[src/rtl/quiz_pkg.sv]
// Shared definitions for the quiz setup controller and the display block.
// cur_field carries these state codes directly.
package quiz_pkg;

    localparam int FIELD_W = 3;

    typedef enum logic [FIELD_W-1:0] {
        ST_IDLE    = 3'd0,
        ST_PEOPLE  = 3'd1,
        ST_SEC     = 3'd2,
        ST_CORRECT = 3'd3,
        ST_MISTAKE = 3'd4,
        ST_CONFIRM = 3'd5
    } state_t;

endpackage

[src/rtl/btn_rise.sv]
// Rising-edge detector for a debounced, synchronous button.
// A button already held when reset is released is ignored until it has been seen low.
module btn_rise (
    input  logic clk,
    input  logic rst,
    input  logic btn,
    output logic press
);

    logic prev_reg;
    logic armed_reg;

    always_ff @(posedge clk) begin
        if (rst) begin
            prev_reg  <= 1'b0;
            armed_reg <= 1'b0;
        end else begin
            prev_reg  <= btn;
            armed_reg <= armed_reg | ~btn;
        end
    end

    assign press = btn & ~prev_reg & armed_reg;

endmodule

[src/rtl/quiz_setup_ctrl.sv]
// Setup controller: four range-checked entries with back-stepping, committed
// together on a final confirm so downstream blocks never see a partial edit.
module quiz_setup_ctrl
    import quiz_pkg::*;
#(
    parameter int VAL_W       = 6,
    parameter int PLAYERS_MIN = 2,
    parameter int PLAYERS_MAX = 4,
    parameter int SEC_MIN     = 1,
    parameter int SEC_MAX     = 2**VAL_W-1,
    parameter int PT_MIN      = 1,
    parameter int PT_MAX      = 2**VAL_W-1,
    parameter int DEF_PLAYERS = 2,
    parameter int DEF_SEC     = 10,
    parameter int DEF_CORRECT = 1,
    parameter int DEF_MISTAKE = 1
) (
    input  logic               clk,
    input  logic               rst,
    input  logic               setting_en,
    input  logic               enter_btn,
    input  logic               back_btn,
    input  logic [VAL_W-1:0]   input_val,
    output logic [VAL_W-1:0]   num_people,
    output logic [VAL_W-1:0]   count_seconds,
    output logic [VAL_W-1:0]   correct_point,
    output logic [VAL_W-1:0]   mistake_point,
    output logic [FIELD_W-1:0] cur_field,
    output logic               is_set_over,
    output logic               reject,
    output logic               commit
);

    localparam logic [VAL_W-1:0] DEF_VALS [4] = '{
        VAL_W'(DEF_PLAYERS), VAL_W'(DEF_SEC), VAL_W'(DEF_CORRECT), VAL_W'(DEF_MISTAKE)
    };

    logic enter_press;
    logic back_press;

    btn_rise u_enter_rise (.clk(clk), .rst(rst), .btn(enter_btn), .press(enter_press));
    btn_rise u_back_rise  (.clk(clk), .rst(rst), .btn(back_btn),  .press(back_press));

    state_t           state_reg;
    logic [VAL_W-1:0] shadow_reg    [4];
    logic [VAL_W-1:0] committed_reg [4];
    logic             is_set_over_reg;
    logic             reject_reg;
    logic             commit_reg;

    // Entry fields S_PEOPLE..S_MISTAKE map onto array slots 0..3.
    logic [1:0] field_idx;
    assign field_idx = 2'(state_reg - ST_PEOPLE);

    logic [VAL_W-1:0] lim_lo;
    logic [VAL_W-1:0] lim_hi;
    logic             in_range;

    always_comb begin
        lim_lo = VAL_W'(PLAYERS_MIN);
        lim_hi = VAL_W'(PLAYERS_MAX);
        case (state_reg)
            ST_SEC: begin
                lim_lo = VAL_W'(SEC_MIN);
                lim_hi = VAL_W'(SEC_MAX);
            end
            ST_CORRECT, ST_MISTAKE: begin
                lim_lo = VAL_W'(PT_MIN);
                lim_hi = VAL_W'(PT_MAX);
            end
            default: ;
        endcase
        in_range = (input_val >= lim_lo) && (input_val <= lim_hi);
    end

    always_ff @(posedge clk) begin
        if (rst) begin
            state_reg       <= ST_IDLE;
            is_set_over_reg <= 1'b1;
            reject_reg      <= 1'b0;
            commit_reg      <= 1'b0;
            for (int i = 0; i < 4; i++) begin
                shadow_reg[i]    <= DEF_VALS[i];
                committed_reg[i] <= DEF_VALS[i];
            end
        end else begin
            reject_reg <= 1'b0;
            commit_reg <= 1'b0;
            if (state_reg == ST_IDLE) begin
                if (setting_en) begin
                    shadow_reg      <= committed_reg;
                    state_reg       <= ST_PEOPLE;
                    is_set_over_reg <= 1'b0;
                end
            end else if (!setting_en) begin
                state_reg       <= ST_IDLE;
                is_set_over_reg <= 1'b1;
            end else if (back_press) begin
                // Back beats a simultaneous enter; it is a no-op on the first field.
                if (state_reg != ST_PEOPLE)
                    state_reg <= state_t'(state_reg - 3'd1);
            end else if (enter_press) begin
                if (state_reg == ST_CONFIRM) begin
                    committed_reg   <= shadow_reg;
                    commit_reg      <= 1'b1;
                    state_reg       <= ST_IDLE;
                    is_set_over_reg <= 1'b1;
                end else if (in_range) begin
                    shadow_reg[field_idx] <= input_val;
                    state_reg             <= state_t'(state_reg + 3'd1);
                end else begin
                    reject_reg <= 1'b1;
                end
            end
        end
    end

    assign num_people    = committed_reg[0];
    assign count_seconds = committed_reg[1];
    assign correct_point = committed_reg[2];
    assign mistake_point = committed_reg[3];
    assign cur_field     = state_reg;
    assign is_set_over   = is_set_over_reg;
    assign reject        = reject_reg;
    assign commit        = commit_reg;

endmodule

[config.mk]
export PLATFORM = sky130hd
export DESIGN_NAME = quiz_setup_ctrl
export DESIGN_NICKNAME = d
export VERILOG_FILES = /design/src/rtl/quiz_pkg.sv /design/src/rtl/btn_rise.sv /design/src/rtl/quiz_setup_ctrl.sv
export SDC_FILE = /design/constraint.sdc
export NUM_CORES = 1
export LEC_CHECK = 0
export CAP_MARGIN = 25
export CORE_MARGIN = 4
export CORE_UTILIZATION = 55
export CTS_CLUSTER_DIAMETER = 150
export DETAILED_ROUTE_END_ITERATION = 8
export GPL_TIMING_DRIVEN = 0
export PLACE_DENSITY = 0.8
export SETUP_SLACK_MARGIN = 0.2
export SLEW_MARGIN = 0
export SYNTH_ARGS = -nofsm -noshare
export SYNTH_HDL_FRONTEND = slang
export SYNTH_SLANG_ARGS = --single-unit
[constraint.sdc]
create_clock -name clk -period 3.4 [get_ports clk]
set_input_delay 0.68 -clock clk [delete_from_list [all_inputs] [get_ports clk]]
set_output_delay 0.68 -clock clk [all_outputs]
set_load 0.05 [all_outputs]
==> results of run 1 <==
==> path summary, 6_finish.rpt <==
check	endpoint	cells past startpoint
hold reg to reg	correct_point[5]$_SDFFE_PP0P_	2
setup / recovery	shadow_reg[14]$_SDFFE_PP0P_	14
setup reg to reg	shadow_reg[14]$_SDFFE_PP0P_	14
hold / removal	correct_point[5]$_SDFFE_PP0P_	2
==> logic make-up after synthesis <==
kind of cell               after synthesis  share of synthesized area [%]
and+or+nand+nor                        153                           25.0
AOI/OAI and AO/OA                       79                           22.1
DFF                                     58                           39.0
buffers and inverters                   32                           4.63
muxes                                   12                           4.21
adders and majority gates               12                           5.05
==> metrics by stage <==
step / setup TNS [ns] / power, mW / cells / setup slack [ns] / instance area (um2)
2_1_floorplan: 0 / 1.74 / 346 / 0.200 / 2980
3_3_place_gp: 0 / 1.96 / 455 / 0.0498 / 3460
3_5_place_dp: -0.231 / 1.99 / 455 / -0.0273 / 3460
4_1_cts: 0 / 2.83 / 473 / 0.217 / 3740
5_1_grt: 0 / 3.16 / 482 / 0.157 / 3860
6_report: 0 / 3.00 / 482 / 0.297 / 3860
==> synthesized netlist by cell type (all sizes together), types with 2 or more instances <==
cell type and count:
a31o 3, nor4 2, a2111oi 3, nor3 14, o21ai 6, o31ai 2
inv 9, nor2 46, or4 2, o221a 14, ha 12, nand2 53
a211o 2, nand3b 9, nor2b 7, dfxtp 58, buf 4, clkbuf 19
mux2i 11, or3 2, and3 4, a21oi 28, nand3 8, o21a 5
a211oi 8, nand2b 3
==> final cells by class <==
type / count / area (um2) / share of cell area [%]
Clock buffer: 9 / 124 / 3.21
Multi-Input combinational cell: 257 / 1730 / 44.8
Inverter: 9 / 38.8 / 1.00
Timing Repair Buffer: 49 / 478 / 12.4
Tap cell: 70 / 87.6 / 2.27
Buffer: 23 / 110 / 2.85
Sequential cell: 58 / 1170 / 30.2
Clock inverter: 7 / 125 / 3.24
==> where the power goes <==
| group | internal [mW] | total, mW | switching, mW | leakage (nW) |
|---|---|---|---|---|
| Clock | 0.494 | 0.810 | 0.316 | 0.124 |
| Sequential | 0.802 | 0.874 | 0.0721 | 0.475 |
| Combinational | 0.566 | 1.32 | 0.749 | 0.826 |
==> metal layers <==
| layer | routed length (um) | part of all wire [%] | vias up |
|---|---|---|---|
| met5 | 0 | 0 | - |
| met3 | 680 | 8.3 | 26 |
| met2 | 3750 | 46 | 141 |
| met4 | 248 | 3.0 | 0 |
| met1 | 3480 | 43 | 1320 |
| li1 | - | - | 1353 |
==> worst max-delay path: stages, from the launching register on <==
cell	delay [ns]
dfxtp_4	0.36
buf_4	0.13
buf_4	0.13
ha_1	0.19
ha_2	0.21
nor2_4	0.13
inv_2	0.07
ha_4	0.25
nand3b_1	0.18
a2111oi_2	0.34
a211o_2	0.23
buf_12	0.12
a21oi_4	0.09
a31o_4	0.32
o221a_1	0.23
==> timing repair <==
action,CTS,global route
endpoints found under the setup margin,27,26
hold buffers,0,0
pin swaps,3,8
setup buffers,0,9
resized for setup,5,15
cloned,2,0
==> run metrics, run 1 <==
run status=finished, final reports clean; reg2reg start=cur_field[0]$_SDFFE_PP0P_; CTS tree=built; n_diodes=0; post-route ant nets=0; crit path time final=just over 3 ns; port buffer count=39; Seq/Total Area, Yosys=between 30 and 40%; clock sink count=between 50 and 60; DRC=0; clock root buffer=clkbuf_8; total grt overflow=0; number of synthesized register bits=a little under 60; Clk Latency, worst-skew pair=around 0.35 ns; via count=approximately 2800; Synth Warn #=0; GR Util met1=between 30% and 40%; fmax=about 320 MHz; Die Span X=81.5 um; Yosys top cell area share=39.0%; Synth area leaders=dfxtp_1, nand2_1, nor2_1; GRT busiest layer=met2; most frequent cells in the layout=dfxtp_1, nand2_1, nor2_1, clkdlybuf4s50_1, a21oi_1; largest net degree at the start of global routing=13; post-synthesis cell count=around 350; FILL cells=roughly 360; Die H=about 80 um; share of post-route cells with drive strength above 1=~15%; Total GRT Usage=a little over a quarter; initial antenna violation count=0; WHS=0.451 ns; DP HPWL=between 5000 and 6000 um; PwrDens=776 nW/um2; Final Setup Violations=0; Core Area=about 5200 um2; post-synth cell types=roughly 50; Worst-path clk slew=0.07 ns; DIE AREA=~6600 um2; max reg flops=24; Syn Nets=roughly 370; DRT Pass-1 Iters=6; 1st-iter DRT viols=approximately 270; commonest non-fill, non-tap cell in the layout=dfxtp_1; fraction of registers with async set/reset=0%; worst rel slew slack=between 50% and 60%; min-delay src=shadow_reg[11]$_SDFFE_PP0P_; routing usage on met3=around 5.6%; EDFF count, synth=0; GR Util met2=between 40% and 50%; Setup CP Type=register to register; H-tree levels=3; worst-path fanout max=6; Final Hold Vio Count=0; fin util=approximately three quarters; IO Count=around 40; max_cap viols=0; Max clock buf depth=2; first-pass GRT wire length=~13000 um; Max Transition Viols Final=0; via/cell ratio=5.89; Syn Area/Cell=between 8 and 9 um2; Worst Hold Class=register to register; critical path launch point type=register; clk_skew=0.00842 ns; slew of the pin with the lowest slew margin=~0.74 ns; num rows=26; Arr. time, crit path=~3.3 ns; synthesized cell area=slightly below 3000 um2; critical path endpoint category=register; RSZ-0062 raised after global routing=false; maximum vdd drop=between 0.5 and 0.6 mV; Initial Util=around 57%; gpl congestion=roughly 0.90; DRT Wirelength=around 8200 um; Critical Path RT=between 3 and 4 ns; P_leak=roughly 1.4 nW; vias in the first global route=roughly 2700; synthesis-to-layout area growth=29.9%; Synth Flop Type=dfxtp_1; Synth area leader=dfxtp_1; Tcrit/Tclk final=roughly 91%; nets@finish=between 400 and 500; CTS buffer count=9; R2R Setup Slk=roughly 0.30 ns; wire per inst=between 15 and 20 um; CP Launch Point=cur_field[0]$_SDFFE_PP0P_
Power figures use the tool's default switching activity.
==> run 2, diff against run 1 <==
- CTS_CLUSTER_DIAMETER: 150 -> 30
- SYNTH_HIERARCHICAL: default -> 1
==> run metrics, run 2 <==
Tot Pwr=2.13 mW (-29%); Final Hold Vio Count=0 (unchanged); critical path endpoint category=register; Synth area leaders=dfxtp_1, nand2_1, a21oi_1; clk_skew=0.00943 ns (+0.00101 ns); Cells after DPL=468 (+2.9%); fin util=74.3% (-0.44 points); run status=finished, final reports clean; Max Transition Viols Final=0 (unchanged); Syn Area/Cell=8.26 um2 (-3.9%); cell with the most instances after synthesis=nand2_1; final worst slack=0.252 ns (-0.0447 ns); num rows=26 (unchanged); vias in the first global route=2894 (+8.3%); FILL cells=381 (+6.1%); Worst Hold End=u_enter_rise/armed_reg$_SDFF_PP0_; first-pass GRT wire length=13900 um (+5.6%); EDFF count, synth=0 (unchanged); synthesized cell area=2970 um2 (-0.25%); most frequent cells in the layout=nand2_1, dfxtp_1, clkdlybuf4s50_1, a21oi_1, nand3_1; Place WS=-0.0350 ns (-0.00774 ns); R2R Setup Slk=0.25 ns (-0.04 ns); critical path launch point type=register; Total GRT Usage=28.1% (+1.8 points); placement-stage cell area=3470 um2 (+0.43%); sequential power share=35.3% (+6.2 points); combinational share of power=32.3% (-12 points); nets@finish=440 (+2.3%); CTS tree=built; DIE AREA=6630 um2 (-0.23%); Synth Warn #=6 (+6); setup_tns=0 ns (unchanged); R2R cell count=14 (unchanged); Met3 Wirelength=703 um (+3.4%); PwrDens=555 nW/um2 (-29%); Clk Latency, worst-skew pair=0.35 ns (about the same); post-route ant nets=0 (unchanged); share of post-route cells with drive strength above 1=14.5% (-0.59 points); reg2reg start=cur_field[1]$_SDFFE_PP0P_; Synth area leader=dfxtp_1; Initial Util=57.4% (-0.15 points); Arr. time, crit path=3.41 ns (+0.07 ns); fraction of registers with async set/reset=0% (unchanged); Die H=81.4 um (-0.12%); Post-Route M1 WL=3710 um (+6.5%); number of synthesized register bits=58 (unchanged); cts hold-fix bufs=0 (unchanged); wire per inst=17.7 um (+4.5%); fmax=318 MHz (-1.4%); IO Count=41 (unchanged); Syn Nets=382 (+3.5%); CTS buffer count=9 (unchanged); max_cap viols=0 (unchanged); maximum vdd drop=0.417 mV (-30%); via count=3006 (+5.8%); Sw Share=36.0% (-1.9 points); gpl congestion=0.857 (-4.4%); commonest non-fill, non-tap cell in the layout=nand2_1; Core Area=5170 um2 (unchanged); DP HPWL=5540 um (+3.5%); Yosys top cell area share=39.1% (+0.099 points); Power Internal=1.36 mW (-27%); register area=1170 um2 (unchanged); final non-filler cell total=492 (+2.1%); n_diodes=0 (unchanged); Final Setup Violations=0 (unchanged); power share of the clock group=32.4% (+5.4 points); slew of the pin with the lowest slew margin=0.627 ns (-0.110 ns); 1st-iter DRT viols=314 (+15%); worst-path fanout max=10 (+4); port buffer count=39 (unchanged); P_leak=1.33 nW (-6.6%); Multi-input gate area=1740 um2 (+0.65%); max reg flops=24 (unchanged); min-delay src=u_enter_rise/armed_reg$_SDFF_PP0_; Met2 Routed Length=4050 um (+8.0%); H-tree levels=3 (unchanged); Tcrit/Tclk final=92.6% (+1.3 points); Die Span X=81.4 um (-0.12%); Worst Hold Class=register to register; clock root buffer=clkbuf_8; Synth Flop Type=dfxtp_1; highest metal used=met4; initial antenna violation count=0 (unchanged); Synth top cells by count=nand2_1, dfxtp_1, a21oi_1; WHS=0.446 ns (-0.00525 ns); Critical Path RT=3.66 ns (+0.02 ns); Setup CP Type=register to register; via/cell ratio=6.11 (+3.7%); synthesis-to-layout area growth=29.5%; post-synth cell types=44 (-10%); post-synthesis cell count=359 (+3.8%); DRT Wirelength=8700 um (+6.6%); clock sink count=58 (unchanged); total grt overflow=0 (unchanged); Max clock buf depth=2 (unchanged); Finished Cell Area=3840 um2 (-0.58%); DRC=0 (unchanged); reg2reg end=shadow_reg[14]$_SDFFE_PP0P_; worst rel slew slack=58.2% (+7.7 points); largest net degree at the start of global routing=11 (-2); crit path time final=3.15 ns (+0.0447 ns); Switching Power=0.767 mW (-33%); RSZ-0062 raised after global routing=false; Worst-path clk slew=0.07 ns (about the same); hold path cells=2 (unchanged); DRT Pass-1 Iters=5 (-1); Seq/Total Area, Yosys=39.1% (+0.099 points)
-- run 2: power by group through the flow --
| stage | Clock, mW | Sequential [mW] | Combinational, mW |
|---|---|---|---|
| after floorplan | 0 | 0.802 | 0.391 |
| after global placement | 0 | 0.774 | 0.564 |
| after detailed placement | 0 | 0.774 | 0.577 |
| after CTS | 0.693 | 0.749 | 0.628 |
| after global routing | 0.733 | 0.754 | 0.738 |
| final | 0.691 | 0.752 | 0.688 |
-- run 2: kinds of logic after synthesis --
family | after synthesis | share of synthesized area, %
AOI/OAI and AO/OA | 90 | 21.8
adders and majority gates | 12 | 5.06
buffers and inverters | 37 | 5.61
DFF | 58 | 39.1
muxes | 14 | 4.93
and+or+nand+nor | 148 | 23.5
-- run 2: final cells by class --
type	instances	share of cell area, %
Multi-Input combinational cell	264	45.4
Sequential cell	58	30.4
Timing Repair Buffer	47	11.7
Clock buffer	13	4.40
Buffer	25	3.42
Tap cell	70	2.28
Clock inverter	3	1.21
Inverter	12	1.17
-- run 2: how the worst max path moves through the flow --
stage | start | to | slack [ns] | cells past startpoint
finish | cur_field[1]$_SDFFE_PP0P_ | shadow_reg[14]$_SDFFE_PP0P_ | 0.25 | 14
global route | cur_field[1]$_SDFFE_PP0P_ | shadow_reg[19]$_SDFFE_PP1P_ | 0.18 | 13
CTS | cur_field[1]$_SDFFE_PP0P_ | shadow_reg[14]$_SDFFE_PP0P_ | 0.23 | 14
detailed placement | cur_field[0]$_SDFFE_PP0P_ | shadow_reg[2]$_SDFFE_PP0P_ | -0.04 | 13
global placement | input_val[1] | shadow_reg[3]$_SDFFE_PP0P_ | 0.03 | 8
floorplan | cur_field[1]$_SDFFE_PP0P_ | shadow_reg[12]$_SDFFE_PP0P_ | 0.23 | 14
-- run 2: metal layers --
layer / vias to the layer above / global-route usage [%]
met5: - / 0
met4: 0 / 14.0
met3: 32 / 5.92
met2: 166 / 43.7
met1: 1422 / 36.8
li1: 1386 / -
-- run 2: worst max-delay path: stages, from the launching register on --
cell and delay, ns:
dfxtp_4 0.38, inv_2 0.06, ha_1 0.19, buf_6 0.14, mux2_4 0.28, nor2_4 0.12
inv_2 0.06, ha_4 0.15, or4_4 0.54, a211oi_4 0.26, a21oi_2 0.11, o2111a_2 0.19
or2_1 0.22, buf_6 0.14, a311oi_2 0.24
-- run 2: what timing repair did --
item / 4_1_cts / 5_1_grt
gates resized for setup: 8 / 9
setup buffers: 4 / 4
endpoints found under the setup margin: 13 / 26
pin swaps: 5 / 7
